--- config.mk ---
export PLATFORM = sky130hd
export DESIGN_NAME = muldiv_seq
export DESIGN_NICKNAME = d
export VERILOG_FILES = /design/src/rtl/muldiv_seq_pkg.sv /design/src/rtl/div_restoring.sv /design/src/rtl/muldiv_seq.sv
export SDC_FILE = /design/constraint.sdc
export NUM_CORES = 2
export LEC_CHECK = 0
export CAP_MARGIN = 40
export CORE_MARGIN = 10
export CORE_UTILIZATION = 40
export CTS_CLUSTER_SIZE = 14
export DETAILED_ROUTE_END_ITERATION = 7
export GPL_TIMING_DRIVEN = 0
export PLACE_DENSITY = 0.6
export REMOVE_ABC_BUFFERS = 1
export SETUP_SLACK_MARGIN = 0.2
export SYNTH_ARGS = -nofsm -noshare
export SYNTH_HDL_FRONTEND = slang
export SYNTH_HIERARCHICAL = 1
export SYNTH_SLANG_ARGS = --single-unit
--- constraint.sdc ---
create_clock -name clk -period 13 [get_ports clk]
set_clock_uncertainty 0.2 [all_clocks]
set_input_delay 1.95 -clock clk [delete_from_list [all_inputs] [get_ports clk]]
set_output_delay 1.95 -clock clk [all_outputs]
set_load 0.03 [all_outputs]
--- src/rtl/muldiv_seq_pkg.sv ---
// Shared op codes, FSM state encoding and default operand width for muldiv_seq.
package muldiv_seq_pkg;

    localparam int unsigned XLEN_DEFAULT = 32;

    localparam logic [2:0] MULDIV_OP_MULT  = 3'd0;
    localparam logic [2:0] MULDIV_OP_MULTU = 3'd1;
    localparam logic [2:0] MULDIV_OP_DIV   = 3'd2;
    localparam logic [2:0] MULDIV_OP_DIVU  = 3'd3;
    localparam logic [2:0] MULDIV_OP_MADD  = 3'd4;
    localparam logic [2:0] MULDIV_OP_MADDU = 3'd5;
    localparam logic [2:0] MULDIV_OP_MSUB  = 3'd6;
    localparam logic [2:0] MULDIV_OP_MSUBU = 3'd7;

    typedef enum logic [2:0] {
        StIdle,
        StMul,
        StAcc,
        StDiv,
        StDzero,
        StDone
    } muldiv_state_e;

    function automatic logic op_is_div(input logic [2:0] op);
        return (op == MULDIV_OP_DIV) || (op == MULDIV_OP_DIVU);
    endfunction

    function automatic logic op_mul_signed(input logic [2:0] op);
        return (op == MULDIV_OP_MULT) || (op == MULDIV_OP_MADD) || (op == MULDIV_OP_MSUB);
    endfunction

endpackage

--- src/rtl/div_restoring.sv ---
// Iterative restoring divider: one quotient bit per cycle over XLEN cycles, sign fixed on output.
module div_restoring #(
    parameter int unsigned XLEN = 32
) (
    input  logic            clk,
    input  logic            rst,
    input  logic            start,
    input  logic            annul,
    input  logic [XLEN-1:0] dividend,
    input  logic [XLEN-1:0] divisor,
    input  logic            signed_op,
    output logic            done,
    output logic [XLEN-1:0] quotient,
    output logic [XLEN-1:0] remainder
);
    localparam int unsigned CW = $clog2(XLEN + 1);

    logic            busy_q;
    logic [CW-1:0]   cnt_q;
    logic [XLEN-1:0] quo_q, rem_q, dvs_q;
    logic            qneg_q, rneg_q;

    logic [XLEN:0]   shifted;
    logic [XLEN+1:0] diff;
    logic [XLEN-1:0] quo_d, rem_d;
    logic            unused_diff_bit;

    // Quotient register doubles as the dividend shifter.
    assign shifted = {rem_q, quo_q[XLEN-1]};
    assign diff    = {1'b0, shifted} - {2'b00, dvs_q};
    assign quo_d   = {quo_q[XLEN-2:0], ~diff[XLEN+1]};
    assign rem_d   = diff[XLEN+1] ? shifted[XLEN-1:0] : diff[XLEN-1:0];
    assign unused_diff_bit = diff[XLEN];

    // Outputs present the result of the step being taken while done is high.
    assign done      = busy_q & (cnt_q == CW'(XLEN - 1));
    assign quotient  = qneg_q ? -quo_d : quo_d;
    assign remainder = rneg_q ? -rem_d : rem_d;

    always_ff @(posedge clk) begin
        if (rst) begin
            busy_q <= 1'b0;
            cnt_q  <= '0;
            quo_q  <= '0;
            rem_q  <= '0;
            dvs_q  <= '0;
            qneg_q <= 1'b0;
            rneg_q <= 1'b0;
        end else if (annul) begin
            busy_q <= 1'b0;
        end else if (start) begin
            busy_q <= 1'b1;
            cnt_q  <= '0;
            rem_q  <= '0;
            quo_q  <= (signed_op && dividend[XLEN-1]) ? -dividend : dividend;
            dvs_q  <= (signed_op && divisor[XLEN-1]) ? -divisor : divisor;
            qneg_q <= signed_op & (dividend[XLEN-1] ^ divisor[XLEN-1]);
            rneg_q <= signed_op & dividend[XLEN-1];
        end else if (busy_q) begin
            quo_q <= quo_d;
            rem_q <= rem_d;
            cnt_q <= cnt_q + CW'(1);
            if (done) busy_q <= 1'b0;
        end
    end

endmodule

--- src/rtl/muldiv_seq.sv ---
// Sequential multiply/divide unit beside EX. Define MULDIV_MADD_EN to enable MADD/MADDU/MSUB/MSUBU;
// without it those ops complete with a zero result.
module muldiv_seq
    import muldiv_seq_pkg::*;
#(
    parameter int unsigned XLEN       = XLEN_DEFAULT,
    parameter int unsigned MUL_STAGES = 2
) (
    input  logic              clk,
    input  logic              rst,
    input  logic              start_i,
    input  logic [2:0]        op_i,
    input  logic [XLEN-1:0]   opdata1_i,
    input  logic [XLEN-1:0]   opdata2_i,
    input  logic [XLEN-1:0]   hi_i,
    input  logic [XLEN-1:0]   lo_i,
    input  logic              annul_i,
    output logic              stallreq_o,
    output logic              busy_o,
    output logic              ready_o,
    output logic [2*XLEN-1:0] result_o,
    output logic              div_by_zero_o
);
    localparam int unsigned RW   = 2 * XLEN;
    localparam int unsigned CntW = (MUL_STAGES > 1) ? $clog2(MUL_STAGES) : 1;

    muldiv_state_e   state_q, state_d;
    logic [2:0]      op_q;
    logic [XLEN-1:0] a_q, b_q;
    logic [CntW-1:0] cnt_q;
    logic [RW-1:0]   result_q, result_d;
    logic            dbz_q;

    logic            accept, div_start, mul_last, op_illegal, to_acc, mul_neg;
    logic            div_done;
    logic [XLEN-1:0] div_quo, div_rem, a_mag, b_mag;
    logic [RW-1:0]   prod_mag, prod;

    assign accept    = (state_q == StIdle) & start_i & ~annul_i;
    assign div_start = accept & op_is_div(op_i) & (opdata2_i != '0);

    // Unsigned magnitude product; sign restored afterwards.
    assign mul_neg  = op_mul_signed(op_q) & (a_q[XLEN-1] ^ b_q[XLEN-1]);
    assign a_mag    = (op_mul_signed(op_q) && a_q[XLEN-1]) ? -a_q : a_q;
    assign b_mag    = (op_mul_signed(op_q) && b_q[XLEN-1]) ? -b_q : b_q;
    assign prod_mag = RW'(a_mag) * RW'(b_mag);
    assign prod     = op_illegal ? '0 : (mul_neg ? -prod_mag : prod_mag);
    assign mul_last = op_illegal | (cnt_q == CntW'(MUL_STAGES - 1));

`ifdef MULDIV_MADD_EN
    logic [XLEN-1:0] hi_q, lo_q;
    logic [RW-1:0]   prod_q, acc;

    assign op_illegal = 1'b0;
    assign to_acc     = op_q[2];
    // op bit 1 selects MSUB* over MADD*.
    assign acc        = op_q[1] ? ({hi_q, lo_q} - prod_q) : ({hi_q, lo_q} + prod_q);

    always_ff @(posedge clk) begin
        if (rst) begin
            hi_q   <= '0;
            lo_q   <= '0;
            prod_q <= '0;
        end else begin
            if (accept) begin
                hi_q <= hi_i;
                lo_q <= lo_i;
            end
            if (state_q == StMul) prod_q <= prod;
        end
    end
`else
    logic unused_acc_in;
    assign unused_acc_in = ^{hi_i, lo_i};
    assign op_illegal    = op_q[2];
    assign to_acc        = 1'b0;
`endif

    always_comb begin
        state_d = state_q;
        unique case (state_q)
            StIdle: begin
                if (accept) begin
                    if (op_is_div(op_i)) state_d = (opdata2_i == '0) ? StDzero : StDiv;
                    else                 state_d = StMul;
                end
            end
            StMul:   if (mul_last) state_d = to_acc ? StAcc : StDone;
`ifdef MULDIV_MADD_EN
            StAcc:   state_d = StDone;
`endif
            StDiv:   if (div_done) state_d = StDone;
            StDzero: state_d = StDone;
            StDone:  state_d = StIdle;
            default: state_d = StIdle;
        endcase
        if (annul_i) state_d = StIdle;
    end

    // Result only loads on the way into DONE, so an annulled op leaves it untouched.
    always_comb begin
        result_d = result_q;
        if (state_d == StDone && state_q != StDone) begin
            unique case (state_q)
                StMul:   result_d = prod;
`ifdef MULDIV_MADD_EN
                StAcc:   result_d = acc;
`endif
                StDiv:   result_d = {div_rem, div_quo};
                StDzero: result_d = {a_q, {XLEN{1'b1}}};
                default: result_d = result_q;
            endcase
        end
    end

    always_ff @(posedge clk) begin
        if (rst) begin
            state_q  <= StIdle;
            op_q     <= '0;
            a_q      <= '0;
            b_q      <= '0;
            cnt_q    <= '0;
            result_q <= '0;
            dbz_q    <= 1'b0;
        end else begin
            state_q  <= state_d;
            result_q <= result_d;
            if (accept) begin
                op_q  <= op_i;
                a_q   <= opdata1_i;
                b_q   <= opdata2_i;
                cnt_q <= '0;
                dbz_q <= 1'b0;
            end else if (state_q == StMul) begin
                cnt_q <= cnt_q + CntW'(1);
            end
            if (state_q == StDzero && state_d == StDone) dbz_q <= 1'b1;
        end
    end

    div_restoring #(
        .XLEN(XLEN)
    ) u_div (
        .clk       (clk),
        .rst       (rst),
        .start     (div_start),
        .annul     (annul_i),
        .dividend  (opdata1_i),
        .divisor   (opdata2_i),
        .signed_op (op_i == MULDIV_OP_DIV),
        .done      (div_done),
        .quotient  (div_quo),
        .remainder (div_rem)
    );

    assign stallreq_o    = (start_i & (state_q == StIdle)) |
                           (state_q inside {StMul, StDiv, StAcc});
    assign busy_o        = (state_q != StIdle) && (state_q != StDone);
    assign ready_o       = (state_q == StDone) & ~annul_i;
    assign result_o      = result_q;
    assign div_by_zero_o = dbz_q;

endmodule

After elaboration in Yosys (flattened, before gate mapping):

Index checks and enable logic that the tools add are counted.

* register bits after elaboration: 241
* input port bits: 135
* logic and storage cells: 104

* add/sub/neg operators: 10
* $mul: 1
* equality and inequality tests: 12
* muxes and demuxes: 28
* bitwise operators: 15
* reduce and logical (&&, ||, !) cells: 24

Operator list (number)
* 32-bit 2-to-1 mux: 11
* 32-bit negator: 6
* 64-bit one-hot mux with 3 select lines: 1
* 64-bit 2-to-1 mux: 2
* 32-bit by 32-bit multiplier with 64-bit output: 1
* 64-bit negator: 1
* 33-bit by 32-bit subtractor with 34-bit output: 1
* 32-bit logical NOT: 1
* 32-bit nonzero test: 1
* 3-bit 2-to-1 mux: 6
* 3-bit equality test (second input constant): 5
* 3-bit by 2-bit equality test with 1-bit output (second input constant): 4
* 6-bit 2-to-1 mux: 2
* 3-bit one-hot mux with 4 select lines: 1
* 1-bit AND: 9
* 3-bit nonzero test: 3
* 1-bit logical AND: 7
* 6-bit by 1-bit adder with 6-bit output (second input constant): 1
* 6-bit by 5-bit equality test with 1-bit output (second input constant): 1
* 3-bit logical NOT: 2
* 2-bit AND reduction: 3
* 1-bit 2-to-1 mux: 5
* 2-bit nonzero test: 2
* 2-bit OR reduction: 2
* 7 further kinds: 12

Depth between registers and ports, before layout:

* depth in word-level cells: 10
* depth in mapped cells: 41
* gate-level depth less buffers: 37

Modules after synthesis:

The synthesis kept the hierarchy.

Modules (own cells, without submodules)
* muldiv_seq: instances 1, cells each 5033, area an instance 41527.3 um2, seq. area each 2722.6 um2
* div_restoring: instances 1, cells each 1316, area an instance 9551.7 um2, seq. area each 2102.0 um2

Least setup slack after synthesis:

No wires, ideal clock.

* path kind: register -> register
* start point: register a_q[0]
* end point: register result_q[60] (netlist: result_o[60])
* data arrival time: 11046 ps
* required time: 12722 ps
* setup slack: 1676 ps
* stages on the path, launching flop included: 41
* buffers on the path: 4
* clock period less this slack: 11324 ps
* cells stage by stage: dfxtp_1 clkbuf_1 inv_1 clkbuf_1 ha_1 nand2_1 nor3_1 nand2b_1 nor4_1 nand2_1 o41ai_1 xor2_1 clkbuf_1 nor2_1 fa_1 fa_1 inv_1 fa_1 [... 5 more ...] inv_1 fa_1 inv_1 ha_1 clkbuf_1 nand4_1 nor3_1 inv_1 o221ai_1 a31oi_4 xor2_1 or3b_1 or4_4 or4_4 o31ai_2 xnor2_1 a21oi_1 nor3_1

* cells in the longest elaborated chain, start to end: 7

RTL lines
* from (decl): RTL line muldiv_seq.sv:29 `logic [XLEN-1:0] a_q, b_q;`
* from (signal assigned): RTL line muldiv_seq.sv:130 `a_q <= opdata1_i;`
* 32-bit negator: RTL line muldiv_seq.sv:44 `assign a_mag = (op_mul_signed(op_q) && a_q[XLEN-1]) ? -a_q : a_q;`
* 32-bit 2-to-1 mux (*): RTL line muldiv_seq.sv:44
* 32-bit by 32-bit multiplier with 64-bit output (*): RTL line muldiv_seq.sv:46 `assign prod_mag = RW'(a_mag) * RW'(b_mag);`
* 64-bit negator: RTL line muldiv_seq.sv:47 `assign prod = op_illegal ? '0 : (mul_neg ? -prod_mag : prod_mag);`
* 64-bit 2-to-1 mux (*) (2 in a row): RTL line muldiv_seq.sv:47
* 64-bit one-hot mux with 3 select lines (*): RTL line muldiv_seq.sv:104 `unique case (state_q)`
* to (signal assigned): RTL line muldiv_seq.sv:127 `result_q <= result_d;`
* to (decl): RTL line muldiv_seq.sv:31 `logic [RW-1:0] result_q, result_d;`

Every way passes the cells marked *; elsewhere a longest branch is shown, timed or not.
A chain may end at the register's enable or synchronous reset.

Final worst setup path:

* start point: register op_q[2]
* end point: register result_q[60] (netlist: result_o[60])

* cells in the longest elaborated chain, start to end: 10
* elaborated cells on any way between the ends: 22
* those cells by class: 1 x add/sub; 1 x mul; 3 x eq/ne; 8 x mux; 2 x bitwise; 7 x reduce/logical

RTL lines
* from (decl): RTL line muldiv_seq.sv:28 `logic [2:0] op_q;`
* from (signal assigned): RTL line muldiv_seq.sv:129 `op_q <= op_i;`
* 3-bit equality test or 3-bit logical NOT (tied branches): RTL line muldiv_seq_pkg.sv:29 `return (op == MULDIV_OP_MULT) || (op == MULDIV_OP_MADD) || (op == MULDIV_OP_MSUB);`
* 1-bit logical OR (2 in a row): RTL line muldiv_seq_pkg.sv:29
* 1-bit logical AND, on equally long branches: RTL line muldiv_seq.sv:44, muldiv_seq.sv:45
* 32-bit 2-to-1 mux, on equally long branches: RTL line muldiv_seq.sv:44, muldiv_seq.sv:45
* 32-bit by 32-bit multiplier with 64-bit output: RTL line muldiv_seq.sv:46
* 64-bit negator: RTL line muldiv_seq.sv:47
* 64-bit 2-to-1 mux (2 in a row): RTL line muldiv_seq.sv:47
* 64-bit one-hot mux with 3 select lines: RTL line muldiv_seq.sv:104

Several ways; a longest one is shown, not always the timed one.

==> flow_summary_export.csv <==
group,metric,value,unit
logic_synthesis,synth_top_flop_cell,"dfxtp_1",
logic_synthesis,synth-seq-cells,241,
floorplanning,rows,131,
clock_tree,ctsHoldBuffers,0,
timing,final-hold-violation-count,0,
setup_path,crit_slowest_cell,"dfxtp_1",
global_route,grt_pass1_vias,46258,
routing,via_per_inst,5.66,
timing,tns,0,ps
placement,routabilityCongestion,0.977,
floorplanning,fp.dieArea,142000,um2
logic_synthesis,syn_area_per_cell,8.05,um2
setup_path,startpoint_type,"flop",
setup_path,cp-end-kind,"flop",
global_route,antenna_found_initial,13,
pwr,power.total,4.54,mW
pwr,p_per_area,78.5,nW/um2
clock_tree,cts_buffers,29,
timing,period_needed,12580,ps
setup_path,required,13280,ps
logic_synthesis,yosysUniqueCellTypes,119,
final_layout,fin_area,57900,um2
setup_path,worst_path_most_repeated_cell,"fa_1",
final_layout,layout-area-overhead-vs-synth,13.3,%
floorplanning,pin_count,203,
final_layout,multi_input_area,42500,um2
logic_synthesis,synth.most_common_cell,"inv_1",
floorplanning,dieHeight,377,um
pwr,ir_worst_vdd,114,uV
setup_path,arrival,12860,ps
logic_synthesis,seq_area_frac_synth,0.0945,
logic_synthesis,synthTopCellsByCount,"inv_1 (959), nor2_1 (932), fa_1 (897), nand2_1 (812), clkbuf_1 (324)",
routing,drc,0,
final_layout,register_area,4830,um2
setup_path,crit_type,"flop to flop",
run,maxCapViolCount,0,
status,status,"finished, final reports clean",
global_route,grt_pass1_wl,286000,um
logic_synthesis,synth.top_cell.area_share,0.352,
placement,numPortBuffers,138,
clock_tree,htreeDepth,1,
logic_synthesis,synth-edff-count,0,
worst_hold_path,hold_depth,2,
logic_synthesis,netlist_area,51100,um2
placement,place_area,56400,um2
logic_synthesis,async_reset_ff_frac,0,
routing,drt-wirelength-per-cell,23.3,um
floorplanning,start_util,0.402,
routing,drtIter0Drc,4119,
logic_synthesis,ys_warn_count,6,
logic_synthesis,yosys.area.top_type,"fa_1",
floorplanning,coreArea,127000,um2
global_route,grt_max_degree,111,
placement,dp_hpwl,160000,um
routing,antenna_left,0,
timing,finalCritPeriodShare,0.968,
clock_tree,clkTransAtPathRegs,60,ps
timing,drv_slew,0,
global_route,grt_remaining_overflow,0,
final_layout,n_fill_cell,12537,
logic_synthesis,ys_top_cells_by_area,"fa_1 (35%), dfxtp_1 (9.4%), ha_1 (7.4%)",
final_layout,final_layout_size_suffix_gt1_frac,0.0773,
timing,fmax,0.0795,GHz
timing,tightest_slew,1090,ps
setup_path,reg2reg_depth,33,
logic_synthesis,synthCells,6349,
floorplanning,die_x,377,um
timing,finalSetupViolations,0,
final_layout,final_nets,7678,
global_route,grt.total_usage,0.261,
routing,vias,45491,
timing,max-slew-margin-rel,0.274,
clock_tree,cts_buffer_depth,3,
clock_tree,root_buffer,"clkbuf_16",
clock_tree,cts_tree,"yes",
clock_tree,clkLatencyLatePin,610,ps
timing,rsz0062_at_grt,"no",
setup_path,cpPeakStageDelay,710,ps
routing,dr.pass1.iters,6,
worst_hold_path,min-delay-path-class,"flop to flop",
setup_path,cp_max_fo,17,
routing,wl,187000,um
pwr,power.leakage,25.3,nW
clock_tree,cts_sinks,241,
==> worst max-delay path: cells and delay by family (launching register included) <==
family,cells,cell delay (ps)
and+or+nand+nor,9,2820
AOI/OAI and AO/OA,6,2400
DFF,1,710
adders and majority gates,9,4690
buffers and inverters,6,910
xor gates and xnor gates,3,720
==> placed cells by master (no fill, tap or decap), types with 138 or more instances in the layout <==
cell type and n:
nor2_1 931, a21oi_1 292, xnor2_1 142, dfxtp_1 236
nor3_1 138, o21ai_0 150, ha_1 300, nand2_1 811
inv_1 957, fa_1 897
==> metal layers <==
| layer | share of wire | track usage | up-vias |
|---|---|---|---|
| li1 | - | - | 20263 |
| met1 | 0.40 | 0.338 | 22958 |
| met2 | 0.46 | 0.424 | 1865 |
| met3 | 0.082 | 0.0461 | 399 |
| met4 | 0.055 | 0.119 | 6 |
| met5 | 0.00029 | 0 | - |
==> worst paths after layout <==
kind / start / end / slack, ps
worst min-delay path: op_q[0] / op_q[0] / 260
worst min register to register: op_q[0] / op_q[0] / 260
worst max register to register: op_q[2] / result_o[60] / 420
worst max-delay path: op_q[2] / result_o[60] / 420
==> where the power goes <==
group / total (mW) / switching (mW) / internal [mW]
sequential: 0.792 / 0.0397 / 0.753
clock: 0.852 / 0.362 / 0.491
combinational: 2.90 / 1.90 / 1.00
total: 4.54 / 2.30 / 2.24
==> flip-flops by register name, summed over array words and instances (netlist names) <==
name / flops
div_by_zero_o: 1
result_o: 64
u_div/rem_q: 32
u_div/rneg_q: 1
u_div/dvs_q: 32
cnt_q: 1
a_q: 32
b_q: 32
u_div/busy_q: 1
op_q: 3
u_div/quo_q: 32
u_div/qneg_q: 1
state_q: 3
u_div/cnt_q: 6
==> through the flow <==
| step | std cells | hold slack, ps | util | setup slack, ps |
|---|---|---|---|---|
| finish | 8031 | 263 | 0.455 | 418 |
| global route | 8029 | 277 | 0.455 | 182 |
| CTS | 8013 | 262 | 0.452 | 203 |
| detailed placement | 7955 | 254 | 0.443 | -1550 |
| global placement | 7781 | 246 | 0.417 | -5510 |
| floorplan | 5981 | 230 | - | 1600 |
==> cell type report <==
| cell class | count | area share |
|---|---|---|
| Antenna cell | 6 | 0.000259 |
| Clock buffer | 39 | 0.0139 |
| Inverter | 961 | 0.0625 |
| Multi-Input combinational cell | 4779 | 0.734 |
| Sequential cell | 241 | 0.0835 |
| Timing Repair Buffer | 331 | 0.0674 |
| Clock inverter | 12 | 0.00264 |
| Tap cell | 1662 | 0.0359 |
==> cells by family (layout without fill, tap and decap cells) <==
| kind of cell | Yosys count | after routing | share of synthesized area |
|---|---|---|---|
| other cells | 0 | 6 | 0 |
| compound gates | 938 | 938 | 0.124 |
| xor+xnor | 351 | 351 | 0.0602 |
| fa+ha+maj | 1200 | 1200 | 0.426 |
| simple gates | 2270 | 2270 | 0.192 |
| flops | 241 | 241 | 0.0945 |
| buf+inv | 1329 | 1343 | 0.0999 |
| mux | 20 | 20 | 0.00397 |
==> timing repair <==
action                                  4_1_cts  5_1_grt
resized for setup                            26       49
pin swaps                                     6        8
endpoints found under the setup margin       35       32
setup buffers                                 7        8
(Power assumes the default switching activity.)
